===== config.mk =====
export PLATFORM = sky130hd
export DESIGN_NAME = usbdev_aon_suspend_seq_flat
export DESIGN_NICKNAME = d
export VERILOG_FILES = /design/src/rtl/usbdev_aon_suspend_seq_pkg.sv /design/src/rtl/usbdev_aon_suspend_seq_if.sv /design/src/rtl/usbdev_aon_suspend_seq.sv /design/src/flat_wrapper.sv
export SDC_FILE = /design/constraint.sdc
export NUM_CORES = 1
export LEC_CHECK = 0
export ABC_CLOCK_PERIOD_IN_PS = 3450
export CORE_AREA = 2 2 52 54
export DETAILED_ROUTE_END_ITERATION = 8
export DIE_AREA = 0 0 54 56
export GPL_TIMING_DRIVEN = 0
export MAX_ROUTING_LAYER = met4
export PLACE_DENSITY = 0.71
export SYNTH_ARGS = -nofsm -noshare
export SYNTH_HDL_FRONTEND = slang
export SYNTH_SLANG_ARGS = --single-unit

===== constraint.sdc =====
create_clock -name clk_aon_i -period 3.45 [get_ports clk_aon_i]
set_clock_uncertainty 0.1 [all_clocks]
set_input_delay 0.69 -clock clk_aon_i [delete_from_list [all_inputs] [get_ports clk_aon_i]]
set_output_delay 0.69 -clock clk_aon_i [all_outputs]
set_load 0.005 [all_outputs]

===== src/rtl/usbdev_aon_suspend_seq_pkg.sv =====
// Shared types and constants for the AON suspend/resume sequencer.
package usbdev_aon_suspend_seq_pkg;

    typedef enum logic [2:0] {
        StIdle    = 3'd0,
        StSuspReq = 3'd1,
        StActive  = 3'd2,
        StWake    = 3'd3,
        StAck     = 3'd4
    } aon_seq_state_e;

    // Bit positions inside cause_o
    localparam int unsigned CauseNotIdle   = 0;
    localparam int unsigned CauseBusReset  = 1;
    localparam int unsigned CauseSenseLost = 2;

endpackage


===== src/rtl/usbdev_aon_suspend_seq_if.sv =====
// Command, detector and status signals between the AON sequencer and its environment.
interface usbdev_aon_suspend_seq_if;

    logic       suspend_cmd_aon_i;
    logic       resume_cmd_aon_i;
    logic       err_clr_aon_i;
    logic       wake_detect_active_i;
    logic       wake_req_aon_i;
    logic       bus_not_idle_aon_i;
    logic       bus_reset_aon_i;
    logic       sense_lost_aon_i;
    logic       suspend_req_aon_o;
    logic       wake_ack_aon_o;
    logic       wake_pending_o;
    logic [2:0] cause_o;
    logic       cause_valid_o;
    logic       timeout_err_o;
    logic [2:0] state_o;

    // Sequencer side
    modport master (
        input  suspend_cmd_aon_i, resume_cmd_aon_i, err_clr_aon_i,
        input  wake_detect_active_i, wake_req_aon_i,
        input  bus_not_idle_aon_i, bus_reset_aon_i, sense_lost_aon_i,
        output suspend_req_aon_o, wake_ack_aon_o, wake_pending_o,
        output cause_o, cause_valid_o, timeout_err_o, state_o
    );

    // Register block / wake detector side
    modport slave (
        output suspend_cmd_aon_i, resume_cmd_aon_i, err_clr_aon_i,
        output wake_detect_active_i, wake_req_aon_i,
        output bus_not_idle_aon_i, bus_reset_aon_i, sense_lost_aon_i,
        input  suspend_req_aon_o, wake_ack_aon_o, wake_pending_o,
        input  cause_o, cause_valid_o, timeout_err_o, state_o
    );

endinterface


===== src/rtl/usbdev_aon_suspend_seq.sv =====
// AON sequencer: turns sw suspend/resume pulses into the suspend_req / wake_ack
// handshake with the wake detector, with per-handshake timeout and wake-cause capture.
module usbdev_aon_suspend_seq
    import usbdev_aon_suspend_seq_pkg::*;
#(
    parameter int unsigned HsTimeout = 64
) (
    input  logic                           clk_aon_i,
    input  logic                           rst_aon_ni,
    usbdev_aon_suspend_seq_if.master       bus
);

    localparam int unsigned TimerW = $clog2(HsTimeout + 1);

    aon_seq_state_e    r_state;
    aon_seq_state_e    w_state_nxt;
    logic [TimerW-1:0] r_timer;
    logic              r_suspend_req;
    logic              r_wake_ack;
    logic              r_wake_pending;
    logic [2:0]        r_cause;
    logic              r_cause_valid;
    logic              r_timeout_err;

    logic              w_timeout;
    logic              w_set_err;
    logic              w_cause_clr;
    logic              w_cause_cap;

    assign w_timeout = (r_timer == TimerW'(HsTimeout - 1));

    always_comb begin
        w_state_nxt = r_state;
        w_set_err   = 1'b0;
        w_cause_clr = 1'b0;
        w_cause_cap = 1'b0;
        unique case (r_state)
            StIdle: begin
                if (bus.suspend_cmd_aon_i) begin
                    w_state_nxt = StSuspReq;
                    w_cause_clr = 1'b1;
                end
            end
            StSuspReq: begin
                if (bus.wake_detect_active_i) begin
                    w_state_nxt = StActive;
                end else if (w_timeout) begin
                    w_state_nxt = StIdle;
                    w_set_err   = 1'b1;
                end
            end
            StActive: begin
                // A sw abort in the same cycle as a wake still records the cause
                if (bus.wake_req_aon_i) begin
                    w_cause_cap = 1'b1;
                    w_state_nxt = bus.resume_cmd_aon_i ? StAck : StWake;
                end else if (bus.resume_cmd_aon_i) begin
                    w_state_nxt = StAck;
                end else if (!bus.wake_detect_active_i) begin
                    w_state_nxt = StIdle;
                    w_set_err   = 1'b1;
                end
            end
            StWake: begin
                if (bus.resume_cmd_aon_i) begin
                    w_state_nxt = StAck;
                end
            end
            StAck: begin
                if (!bus.wake_detect_active_i) begin
                    w_state_nxt = StIdle;
                end else if (w_timeout) begin
                    w_state_nxt = StIdle;
                    w_set_err   = 1'b1;
                end
            end
            default: begin
                w_state_nxt = StIdle;
            end
        endcase
    end

    // Outputs decode the next state so they line up with state_o after each edge
    always_ff @(posedge clk_aon_i or negedge rst_aon_ni) begin
        if (!rst_aon_ni) begin
            r_state        <= StIdle;
            r_suspend_req  <= 1'b0;
            r_wake_ack     <= 1'b0;
            r_wake_pending <= 1'b0;
        end else begin
            r_state        <= w_state_nxt;
            r_suspend_req  <= (w_state_nxt == StSuspReq);
            r_wake_ack     <= (w_state_nxt == StAck);
            r_wake_pending <= (w_state_nxt == StWake);
        end
    end

    always_ff @(posedge clk_aon_i or negedge rst_aon_ni) begin
        if (!rst_aon_ni) begin
            r_timer <= '0;
        end else if (w_state_nxt != r_state) begin
            r_timer <= '0;
        end else if (r_timer != TimerW'(HsTimeout)) begin
            r_timer <= r_timer + TimerW'(1);
        end
    end

    always_ff @(posedge clk_aon_i or negedge rst_aon_ni) begin
        if (!rst_aon_ni) begin
            r_cause       <= '0;
            r_cause_valid <= 1'b0;
        end else if (w_cause_clr) begin
            r_cause       <= '0;
            r_cause_valid <= 1'b0;
        end else if (w_cause_cap) begin
            r_cause[CauseNotIdle]   <= bus.bus_not_idle_aon_i;
            r_cause[CauseBusReset]  <= bus.bus_reset_aon_i;
            r_cause[CauseSenseLost] <= bus.sense_lost_aon_i;
            r_cause_valid           <= 1'b1;
        end
    end

    always_ff @(posedge clk_aon_i or negedge rst_aon_ni) begin
        if (!rst_aon_ni) begin
            r_timeout_err <= 1'b0;
        end else if (w_set_err) begin
            r_timeout_err <= 1'b1;
        end else if (bus.err_clr_aon_i) begin
            r_timeout_err <= 1'b0;
        end
    end

    assign bus.suspend_req_aon_o = r_suspend_req;
    assign bus.wake_ack_aon_o    = r_wake_ack;
    assign bus.wake_pending_o    = r_wake_pending;
    assign bus.cause_o           = r_cause;
    assign bus.cause_valid_o     = r_cause_valid;
    assign bus.timeout_err_o     = r_timeout_err;
    assign bus.state_o           = r_state;

    a_req_ack_exclusive: assert property (@(posedge clk_aon_i) disable iff (!rst_aon_ni)
        !(r_suspend_req && r_wake_ack));

    a_outputs_known: assert property (@(posedge clk_aon_i) disable iff (!rst_aon_ni)
        !$isunknown({r_suspend_req, r_wake_ack, r_wake_pending, r_cause,
                     r_cause_valid, r_timeout_err, r_state}));

    a_state_legal: assert property (@(posedge clk_aon_i) disable iff (!rst_aon_ni)
        r_state inside {StIdle, StSuspReq, StActive, StWake, StAck});

endmodule

===== src/flat_wrapper.sv =====
// flat-port wrapper written by rule: the top's interface ports become plain ports
module usbdev_aon_suspend_seq_flat import usbdev_aon_suspend_seq_pkg::*;
#(
    parameter int unsigned HsTimeout = 64
)
  (clk_aon_i, rst_aon_ni, bus_suspend_cmd_aon_i, bus_resume_cmd_aon_i, bus_err_clr_aon_i, bus_wake_detect_active_i, bus_wake_req_aon_i, bus_bus_not_idle_aon_i, bus_bus_reset_aon_i, bus_sense_lost_aon_i, bus_suspend_req_aon_o, bus_wake_ack_aon_o, bus_wake_pending_o, bus_cause_o, bus_cause_valid_o, bus_timeout_err_o, bus_state_o);
  usbdev_aon_suspend_seq_if bus_i ();
  input  logic clk_aon_i;
  input  logic rst_aon_ni;
  input wire logic [$bits(bus_i.suspend_cmd_aon_i)-1:0] bus_suspend_cmd_aon_i;
  input wire logic [$bits(bus_i.resume_cmd_aon_i)-1:0] bus_resume_cmd_aon_i;
  input wire logic [$bits(bus_i.err_clr_aon_i)-1:0] bus_err_clr_aon_i;
  input wire logic [$bits(bus_i.wake_detect_active_i)-1:0] bus_wake_detect_active_i;
  input wire logic [$bits(bus_i.wake_req_aon_i)-1:0] bus_wake_req_aon_i;
  input wire logic [$bits(bus_i.bus_not_idle_aon_i)-1:0] bus_bus_not_idle_aon_i;
  input wire logic [$bits(bus_i.bus_reset_aon_i)-1:0] bus_bus_reset_aon_i;
  input wire logic [$bits(bus_i.sense_lost_aon_i)-1:0] bus_sense_lost_aon_i;
  output wire logic [$bits(bus_i.suspend_req_aon_o)-1:0] bus_suspend_req_aon_o;
  output wire logic [$bits(bus_i.wake_ack_aon_o)-1:0] bus_wake_ack_aon_o;
  output wire logic [$bits(bus_i.wake_pending_o)-1:0] bus_wake_pending_o;
  output wire logic [$bits(bus_i.cause_o)-1:0] bus_cause_o;
  output wire logic [$bits(bus_i.cause_valid_o)-1:0] bus_cause_valid_o;
  output wire logic [$bits(bus_i.timeout_err_o)-1:0] bus_timeout_err_o;
  output wire logic [$bits(bus_i.state_o)-1:0] bus_state_o;
  assign bus_i.suspend_cmd_aon_i = bus_suspend_cmd_aon_i;
  assign bus_i.resume_cmd_aon_i = bus_resume_cmd_aon_i;
  assign bus_i.err_clr_aon_i = bus_err_clr_aon_i;
  assign bus_i.wake_detect_active_i = bus_wake_detect_active_i;
  assign bus_i.wake_req_aon_i = bus_wake_req_aon_i;
  assign bus_i.bus_not_idle_aon_i = bus_bus_not_idle_aon_i;
  assign bus_i.bus_reset_aon_i = bus_bus_reset_aon_i;
  assign bus_i.sense_lost_aon_i = bus_sense_lost_aon_i;
  assign bus_suspend_req_aon_o = bus_i.suspend_req_aon_o;
  assign bus_wake_ack_aon_o = bus_i.wake_ack_aon_o;
  assign bus_wake_pending_o = bus_i.wake_pending_o;
  assign bus_cause_o = bus_i.cause_o;
  assign bus_cause_valid_o = bus_i.cause_valid_o;
  assign bus_timeout_err_o = bus_i.timeout_err_o;
  assign bus_state_o = bus_i.state_o;
  usbdev_aon_suspend_seq #(.HsTimeout(HsTimeout)) u_core (.clk_aon_i(clk_aon_i), .rst_aon_ni(rst_aon_ni), .bus(bus_i));
endmodule

# Word level (Yosys, flattened, before mapping)
# Cells that the tools add are included.
# op_classes
add_sub_neg	1
n_mul	0
div	0
magnitude_cmp	0
n_eq_ne	10
shift	0
muxes	29
bitwise_logic	0
n_reduce_logical	4
# ops
operator	n
$mux W3	11
$pmux W3 S5	1
$mux W1	14
$mux W7	2
$eq A3 B2 Y1 const B	3
$add A7 B1 Y7 const B	1
$eq A7 B6 Y1 const B	1
$ne A7 B7 Y1 const B	1
$eq A3 B1 Y1 const B	2
$eq A3 B3 Y1 const B	2
$reduce_bool A2 Y1	3
$logic_not A3 Y1	1
$ne A3 B3 Y1	1
$pmux W1 S3	1
# totals
regBits	18
latch_bits	0
ramBits	0
romBits	0
input_bits	10
out_inout_bits	11
word_cells	52
memories	0

# Depth between registers and ports, before layout
# Gate-level depths: netlist of the first run.
# logic_depth
word_depth	6
mapped_depth	6
ltp_nobuf	6

# Worst setup path after synthesis of the first run
# No wires, ideal clock.
# synth_path
path_type	input to register
startpoint	input port bus_suspend_cmd_aon_i
endpoint	register u_core.r_timer[6]
t_arrival_ns	1.432
required_ns	3.263
path_slack_ns	1.831
cell_stages	4
n_path_buf	0
cell_sequence	nor2b_1 -> o32ai_2 -> o221ai_4 -> a211oi_2
# synth_via
elab_chain_cells	4
# synth_lines
item	line_no	rtl
start, declared	flat_wrapper.sv:10	input wire logic [$bits(bus_i.suspend_cmd_aon_i)-1:0] bus_suspend_cmd_aon_i;
$mux W3 (*)	usbdev_aon_suspend_seq.sv:39	if (bus.suspend_cmd_aon_i) begin
$pmux W3 S5 (*)	usbdev_aon_suspend_seq.sv:37	unique case (r_state)
$ne A3 B3 Y1 (*)	usbdev_aon_suspend_seq.sv:101	end else if (w_state_nxt != r_state) begin
$mux W7 / $reduce_bool A2 Y1 (equally long branches)	n/a	
end signal, assigned	usbdev_aon_suspend_seq.sv:104	r_timer <= r_timer + TimerW'(1);
end, declared	usbdev_aon_suspend_seq.sv:17	logic [TimerW-1:0] r_timer;
# Every way passes the cells marked *; elsewhere a longest branch is shown, timed or not.
# A chain may end at the register's enable or synchronous reset.

# Worst setup path in the final report of the first run
# layout_path
startpoint	register u_core.r_state[1], in the netlist u_core.bus.state_o[1]
endpoint	output port bus_state_o[1]
# layout_lines
item	line_no	rtl
start, declared	usbdev_aon_suspend_seq.sv:15	aon_seq_state_e r_state;
start signal, assigned	usbdev_aon_suspend_seq.sv:86	r_state <= StIdle;
start signal, assigned	usbdev_aon_suspend_seq.sv:91	r_state <= w_state_nxt;
end, declared	flat_wrapper.sv:24	output wire logic [$bits(bus_i.state_o)-1:0] bus_state_o;
# No word-level cell between the ends.

==> impl_results.md, run 1 <==
- Outcome: completed
- Synthesized flop and latch total: 18
- Crit path cell chain: clkdlybuf4s50_1
- Crit share post-route: 0.617
- Power per cell area: 680 nW/um^2
- Gpl congestion: 0.780
- Post-synth cell types: 40
- Area grow syn2layout: 26.2%
- Critical path required time: 2660 ps
- GRT Resource Usage Total: 0.176
- Max Clk Rate: 0.470 GHz
- DRT iter0 DRCs: 10
- Commonest non-fill, non-tap cells in the layout: clkdlybuf4s50_1, dfrtp_1, nand2_1, nor2b_1
- Yosys Warn Count: 0
- Post-synth top area cell: dfrtp_1
- Worst VDD drop: 0.000373 V
- Root buffer cell: clkbuf_4
- GRT overflow: 0
- Avg Cell Area, Syn: 10.1 sq um
- Row cnt: 18
- Hold Slack: 413 ps
- Worst rel slew slack: 0.464
- Number of remaining DRC errors: 0
- Max-cap violations: 0
- Via/cell ratio: 5.56
- Setup bufs post-CTS: 0
- # IOs: 21
- Cts repair resizes: 0
- Pleak: 0.541 nW
- Worst Path Buf+Inv: 1
- DP Wirelength: 1680 microns
- Highest-delay cell along the critical path: clkdlybuf4s50_1
- Net Count, Synth: 116
- Largest cells by area after synthesis: dfrtp_1, nor2b_1, nor3_1
- Final wirelength: 2310 microns
- Die H: 56 microns
- Most common cell after layout, fill and taps aside: clkdlybuf4s50_1
- Fin. max-slew vios: 0
- Die width: 54 microns
- Reg clk slew, reported paths: 110 ps
- CTS Buf Count: 3
- Port Buffer Count: 20
- Setup TNS: 0 ps
- Largest net degree at the start of global routing: 19
- RSZ-0062 raised after global routing: no
- Seq/Total Area, Yosys: 0.431
- Worst-Margin Slew: 801 ps
- Hold Path Class: reg -> reg
- Endpoints failing setup: 0
- Worst-case clock buffer depth: 2
- CTS tree: yes
- Initial antenna violation count: 0
- Synthesized area: 1050 sq um
- Drt pass-1 iters: 4
- First-pass GRT wire length: 3850 microns
- Post-Syn Instances: 104
- CP arrival: 1340 ps
- Hold_buf cts: 0
- Crit-path max FO: 7
- CTS Sinks: 18
- Die area: 3020 sq um
- Vias post-DR: 878
- Final hold vios: 0
- Utilization after layout: 0.543
- Starting Density: 0.430
- Antenna viol nets, final: 0
- Skew-Pair Late Insertion Delay: 300 ps
- Share of cells above drive strength 1: 0.164
- Worst setup SP type: flip-flop
- Vias in the first global route: 843
- Core region area: 2430 sq um
- # fillers: 250
- Type of the worst setup path: reg -> out
- Final min period: 2130 ps
- ANT cells: 0
- CP peak stage delay: 550 ps
- Top cell type's share of synthesized area: 0.431
- Crit end category: output port
- Final Net Count: 141
- Average wire per standard cell: 14.6 microns
- H-tree lvl count: 1
- Cell family with most CP delay: buffers and inverters
-- kinds of logic (layout without fill, tap and decap cells) --
group                    count (synthesis)  count (layout)  share of synthesized area
flip-flops                              18              18                      0.431
AND/OR/NAND/NOR                         41              41                      0.232
buffers and inverters                   10              34                     0.0526
adder cells (fa/ha/maj)                  2               2                     0.0239
AO/OA/AOI/OAI                           27              27                      0.209
multiplexers                             1               1                    0.00957
XOR/XNOR                                 5               5                     0.0419
-- worst paths after layout --
check,from,end,slack [ps],cells after the start
setup / recovery,u_core.bus.state_o[1],bus_state_o[1],1320,1
hold / removal,u_core.bus.timeout_err_o,u_core.bus.timeout_err_o,410,2
setup reg to reg,u_core.r_timer[1],u_core.r_timer[2],1770,5
hold reg to reg,u_core.bus.timeout_err_o,u_core.bus.timeout_err_o,410,2
max in group asynchronous,rst_aon_ni,u_core.bus.cause_o[2],2010,1
min in group asynchronous,rst_aon_ni,u_core.bus.state_o[1],740,1
-- metal layers --
layer / wire [microns] / track usage
met1: 1010 / 0.205
met2: 1170 / 0.287
met3: 107 / 0.0618
met4: 23 / 0.0393
met5: 0 / -
-- sequential cells by signal, indices dropped and copies added (netlist names) --
register and count:
u_core.bus.timeout_err_o 1, u_core.bus.wake_pending_o 1, u_core.bus.state_o 3, u_core.bus.cause_valid_o 1, u_core.bus.wake_ack_aon_o 1, u_core.r_timer 7
u_core.bus.cause_o 3, u_core.bus.suspend_req_aon_o 1
-- Yosys cell counts (all sizes together) --
cell type  number
a2111oi         1
a211oi          2
a21boi          1
a21oi           7
a311oi          1
a31oi           3
and2b           1
and4            1
buf             4
dfrtp          18
ha              2
inv             6
mux2i           1
nand2          10
nand2b          1
nand3           2
nand3b          1
nand4bb         1
nor2            6
nor2b           7
nor3            8
nor3b           1
nor4            1
o21a            1
o21ai           6
o221ai          1
o2bb2ai         2
o31ai           1
o32ai           1
or3b            1
xnor2           3
xor2            2
-- metrics by stage --
stage / power (mW) / setup WS, ps / instances / instance area, sq um
floorplan: 0.595 / 1830 / 104 / 1050
global placement: 0.750 / 1190 / 154 / 1280
global route: 0.972 / 1270 / 158 / 1320
finish: 0.898 / 1320 / 158 / 1320
CTS: 0.903 / 1320 / 158 / 1320
detailed placement: 0.766 / 1160 / 154 / 1280
-- cell type report --
class / instances / area (sq um) / share of cell area
Buffer: 4 / 32.5 / 0.0246
Sequential cell: 18 / 450 / 0.341
Timing Repair Buffer: 20 / 200 / 0.152
Tap cell: 30 / 37.5 / 0.0284
Inverter: 6 / 22.5 / 0.0171
Clock buffer: 4 / 36.3 / 0.0275
Multi-Input combinational cell: 76 / 541 / 0.409
-- power by group --
group          total, mW  switching [mW]  internal, mW
clock network      0.135          0.0703        0.0644
registers          0.307          0.0430         0.264
logic              0.456           0.233         0.223
No activity file was read; power rests on OpenSTA's default activity.
==> run 2, diff against run 1 <==
--- a/config.mk
+++ b/config.mk
@@ -5,13 +5,13 @@
 export SDC_FILE = /design/constraint.sdc
 export NUM_CORES = 1
 export LEC_CHECK = 0
-export ABC_CLOCK_PERIOD_IN_PS = 3450
+export ABC_CLOCK_PERIOD_IN_PS = 1800
 export CORE_AREA = 2 2 52 54
 export DETAILED_ROUTE_END_ITERATION = 8
 export DIE_AREA = 0 0 54 56
 export GPL_TIMING_DRIVEN = 0
 export MAX_ROUTING_LAYER = met4
-export PLACE_DENSITY = 0.71
+export PLACE_DENSITY = 0.74
 export SYNTH_ARGS = -nofsm -noshare
 export SYNTH_HDL_FRONTEND = slang
 export SYNTH_SLANG_ARGS = --single-unit
==> constraint.sdc (replaced) <==
create_clock -name clk_aon_i -period 1.8 [get_ports clk_aon_i]
set_clock_uncertainty 0.1 [all_clocks]
set_input_delay 0.36 -clock clk_aon_i [delete_from_list [all_inputs] [get_ports clk_aon_i]]
set_output_delay 0.36 -clock clk_aon_i [all_outputs]
set_load 0.005 [all_outputs]
==> impl_results.md, run 2 (synthesized netlist as in run 1, its figures left out) <==
- Final wirelength: 2100 microns
- CP peak stage delay: 530 ps
- Largest net degree at the start of global routing: 19
- Number of remaining DRC errors: 0
- Crit path cell chain: clkdlybuf4s50_1
- Area grow syn2layout: 25.0%
- Hold Path Class: reg -> reg
- First-pass GRT wire length: 3570 microns
- Worst-Margin Slew: 802 ps
- Gpl congestion: 0.837
- Worst-case clock buffer depth: 2
- Top Metal Used: met4
- Worst setup SP type: flip-flop
- Skew-Pair Late Insertion Delay: 290 ps
- Vias post-DR: 849
- R2r worst-path depth: 5
- Die area: 3020 sq um
- Antenna viol nets, final: 0
- Largest Register: u_core.r_timer
- Endpoints failing setup: 0
- Reg clk slew, reported paths: 90 ps
- Dpl cell area: 1280 sq um
- Average wire per standard cell: 13.3 microns
- R2R Setup Slk: 140 ps
- Max-cap violations: 0
- Initial antenna violation count: 0
- Outcome: completed
- # IOs: 21
- Commonest non-fill, non-tap cells in the layout: clkdlybuf4s50_1, dfrtp_1, nand2_1, nor2b_1
- Setup bufs post-CTS: 0
- CP arrival: 1260 ps
- Core region area: 2430 sq um
- Worst Path Buf+Inv: 1
- GRT Resource Usage Total: 0.161
- Share of cells above drive strength 1: 0.165
- FF-to-FF End: u_core.r_timer[6]
- Worst reg2reg startpoint: u_core.r_timer[0]
- DRT iter0 DRCs: 4
- Port Buffer Count: 20
- Max Clk Rate: 0.581 GHz
- Cell family with most CP delay: buffers and inverters
- CTS Sinks: 18
- GRT overflow: 0
- Starting Density: 0.430
- Final Net Count: 141
- RSZ-0062 raised after global routing: no
- Most common cell after layout, fill and taps aside: clkdlybuf4s50_1
- CTS tree: yes
- H-tree lvl count: 1
- WL met1: 920 microns
- Root buffer cell: clkbuf_4
- Worst rel slew slack: 0.464
- Final non-filler cell total: 157
- Vias in the first global route: 850
- Drt pass-1 iters: 4
- Row cnt: 18
- Critical Path Sink: bus_state_o[1]
- Crit-path max FO: 7
- Metal3 WL: 116 microns
- DP Wirelength: 1660 microns
- Type of the worst setup path: reg -> out
- Highest-delay cell along the critical path: clkdlybuf4s50_1
- Worst setup path start: u_core.bus.state_o[1]
- Routed length on met2: 1040 microns
- Die width: 54 microns
- Crit share post-route: 0.956
- Worst VDD drop: 0.000638 V
- Power per cell area: 1250 nW/um^2
- ANT cells: 0
- Crit path depth: 1
- Final min period: 1720 ps
- Die H: 56 microns
- Pleak: 0.532 nW
- Via/cell ratio: 5.41
- Fin. max-slew vios: 0
- Largest register FFs: 7
- CTS Buf Count: 3
- Final hold vios: 0
- Critical path required time: 1340 ps
- Crit end category: output port
- Min-Delay Startpoint: u_core.bus.timeout_err_o
- Design Area, Final: 1310 sq um
- Placed cell count: 154
run 2: cell count changes in the layout (fill, tap and decap cells not counted), sizes merged:
cell / previous run / this run
clkbuf: 4 / 3
run 2: worst min-delay path by stage:
| stage | to | depth (start not counted) |
|---|---|---|
| floorplan | u_core.bus.cause_o[0] | 0 |
| global placement | u_core.bus.cause_o[2] | 2 |
| detailed placement | u_core.bus.timeout_err_o | 2 |
| CTS | u_core.bus.timeout_err_o | 2 |
| global route | u_core.bus.cause_o[1] | 2 |
| finish | u_core.bus.timeout_err_o | 2 |
run 2: area by class of cell:
cell class | count | area [sq um]
repair buffers | 20 | 200
clock buffers | 3 | 22.5
well taps | 30 | 37.5
fillers | 237 | 1120
plain buffers | 4 | 32.5
inverters | 6 | 22.5
multi-input cells | 76 | 541
flip-flops and latches | 18 | 452
run 2: repair_timing:
item / CTS / global route
resized for setup: 0 / 1
hold buffers: 0 / 0
endpoints found under the setup margin: 0 / 1
run 2: layer usage:
metal | vias to the layer above | track usage
li1 | 418 | -
met1 | 409 | 0.183
met2 | 19 | 0.274
met3 | 3 | 0.0349
met4 | 0 | 0.0536
met5 | - | -
run 2: power breakdown:
group          switching (mW)  total (mW)  internal (mW)  leakage, nW
clock                   0.113       0.191         0.0778       0.0138
combinational           0.425       0.853          0.428        0.278
sequential             0.0821       0.591          0.509        0.241
total                   0.621        1.63           1.01        0.532
run 2: metrics by stage:
step / total power, mW / worst slack (ps) / util / setup TNS, ps / hold slack [ps]
floorplan: 1.14 / 281 / - / 0 / -35.6
global placement: 1.44 / -118 / 0.528 / -793 / 386
detailed placement: 1.47 / -145 / 0.528 / -953 / 390
CTS: 1.66 / 0.0261 / 0.537 / 0 / 411
global route: 1.77 / 2.30 / 0.538 / 0 / 469
finish: 1.63 / 80.0 / 0.538 / 0 / 407
==> run 3, diff against run 2 <==
--- a/config.mk
+++ b/config.mk
@@ -5,12 +5,10 @@
 export SDC_FILE = /design/constraint.sdc
 export NUM_CORES = 1
 export LEC_CHECK = 0
-export ABC_CLOCK_PERIOD_IN_PS = 1800
 export CORE_AREA = 2 2 52 54
 export DETAILED_ROUTE_END_ITERATION = 8
 export DIE_AREA = 0 0 54 56
 export GPL_TIMING_DRIVEN = 0
-export MAX_ROUTING_LAYER = met4
 export PLACE_DENSITY = 0.74
 export SYNTH_ARGS = -nofsm -noshare
 export SYNTH_HDL_FRONTEND = slang
==> impl_results.md, run 3 (synthesized netlist as in run 1, its figures left out) <==
- Outcome: completed
- FF/Latch Area: 452 sq um
- Worst Path Buf+Inv: 1
- Via/cell ratio: 5.39
- Commonest non-fill, non-tap cells in the layout: clkdlybuf4s50_1, dfrtp_1, nand2_1, nor2b_1
- Area grow syn2layout: 25.0%
- Final min period: 1720 ps
- RSZ-0062 raised after global routing: no
- Critical path required time: 1340 ps
- Metal3 WL: 114 microns
- Worst reg2reg startpoint: u_core.r_timer[0]
- Share of cells above drive strength 1: 0.165
- Worst setup SP type: flip-flop
- Pwr Total: 1.63 mW
- R2r worst-path depth: 5
- CP peak stage delay: 520 ps
- Cell family with most CP delay: buffers and inverters
- Worst VDD drop: 0.000637 V
- Hold_buf cts: 0
- Skew-Pair Late Insertion Delay: 290 ps
- R2R Setup Slk: 140 ps
- Setup bufs post-CTS: 0
- Hold Path End: u_core.bus.timeout_err_o
- Hold path depth: 2
- Die H: 56 microns
- Highest-delay cell along the critical path: clkdlybuf4s50_1
- CTS tree: yes
- Crit-path max FO: 7
- Largest Register: u_core.r_timer
- Endpoints failing setup: 0
- Largest net degree at the start of global routing: 19
- WL met1: 930 microns
- Row cnt: 18
- Worst-case clock buffer depth: 2
- Gpl congestion: 0.825
- GRT Resource Usage Total: 0.157
- CTS Buf Count: 3
- Max Clk Rate: 0.583 GHz
- Port Buffer Count: 20
- # IOs: 21
- Power per cell area: 1250 nW/um^2
- CTS Sinks: 18
- GRT overflow: 0
- Top Metal Used: met4
- Fin. max-slew vios: 0
- Die area: 3020 sq um
- DRT iter0 DRCs: 4
- Number of remaining DRC errors: 0
- Pleak: 0.532 nW
- Final wirelength: 2100 microns
- Antenna viol nets, final: 0
- Reg clk slew, reported paths: 90 ps
- Vias in the first global route: 850
- Type of the worst setup path: reg -> out
- Average wire per standard cell: 13.4 microns
- Largest register FFs: 7
- Worst-Margin Slew: 799 ps
- Final Net Count: 141
- Root buffer cell: clkbuf_4
- First-pass GRT wire length: 3550 microns
- Vias post-DR: 847
- DP Wirelength: 1660 microns
- # fillers: 237
- Crit end category: output port
- ANT cells: 0
- Routed length on met2: 1030 microns
- Initial antenna violation count: 0
- Worst rel slew slack: 0.466
- Worst setup margin: 84.8 ps
- Drt pass-1 iters: 4
- Crit path cell chain: clkdlybuf4s50_1
- Min-Delay Startpoint: u_core.bus.timeout_err_o
- Hold Path Class: reg -> reg
- Crit share post-route: 0.953
- Area of the multi-input gates: 541 sq um
- FF-to-FF End: u_core.r_timer[6]
- Core region area: 2430 sq um
- Die width: 54 microns
- Max-cap violations: 0
- Minimum setup slack after placement: -145 ps
- Final hold vios: 0
- Most common cell after layout, fill and taps aside: clkdlybuf4s50_1
- Cts repair resizes: 0
- Starting Density: 0.430
- CP arrival: 1260 ps
- H-tree lvl count: 1
- Hold Slack: 407 ps
-- run 3: cell counts in the layout (fill, tap and decap cells not counted) --
No cell type changed its count.
-- run 3: final cells by class --
cell class	count	area share
multi-input cells	76	0.413
flip-flops and latches	18	0.345
repair buffers	20	0.153
well taps	30	0.0287
plain buffers	4	0.0249
clock buffers	3	0.0172
inverters	6	0.0172
-- run 3: worst max-delay path by stage --
| stage | slack (ps) | cells after the start | endpoint | startpoint |
|---|---|---|---|---|
| after floorplan | 280 | 5 | u_core.r_timer[6] | u_core.r_timer[0] |
| after global placement | -120 | 5 | u_core.r_timer[6] | bus_wake_detect_active_i |
| after detailed placement | -150 | 5 | u_core.r_timer[6] | bus_wake_detect_active_i |
| after CTS | 0.03 | 1 | bus_state_o[1] | u_core.bus.state_o[1] |
| after global routing | 2 | 5 | u_core.bus.suspend_req_aon_o | u_core.r_timer[1] |
| final | 80 | 1 | bus_state_o[1] | u_core.bus.state_o[1] |
-- run 3: report_power, final --
group | internal [mW] | leakage, nW | switching [mW]
Combinational | 0.428 | 0.278 | 0.426
Clock | 0.0778 | 0.0138 | 0.113
Sequential | 0.509 | 0.241 | 0.0813
Total | 1.01 | 0.532 | 0.620
-- run 3: metal layers --
layer,up-vias,GRT usage
met3,3,0.0349
met4,0,0.0536
met2,19,0.274
met5,-,0
li1,417,-
met1,408,0.181
-- run 3: metrics by stage --
step / TNS, ps / area [sq um] / instances / util
after floorplan: 0 / 1050 / 104 / -
after global placement: -793 / 1280 / 154 / 0.528
after detailed placement: -953 / 1280 / 154 / 0.528
after CTS: 0 / 1310 / 157 / 0.537
after global routing: 0 / 1310 / 157 / 0.538
final: 0 / 1310 / 157 / 0.538
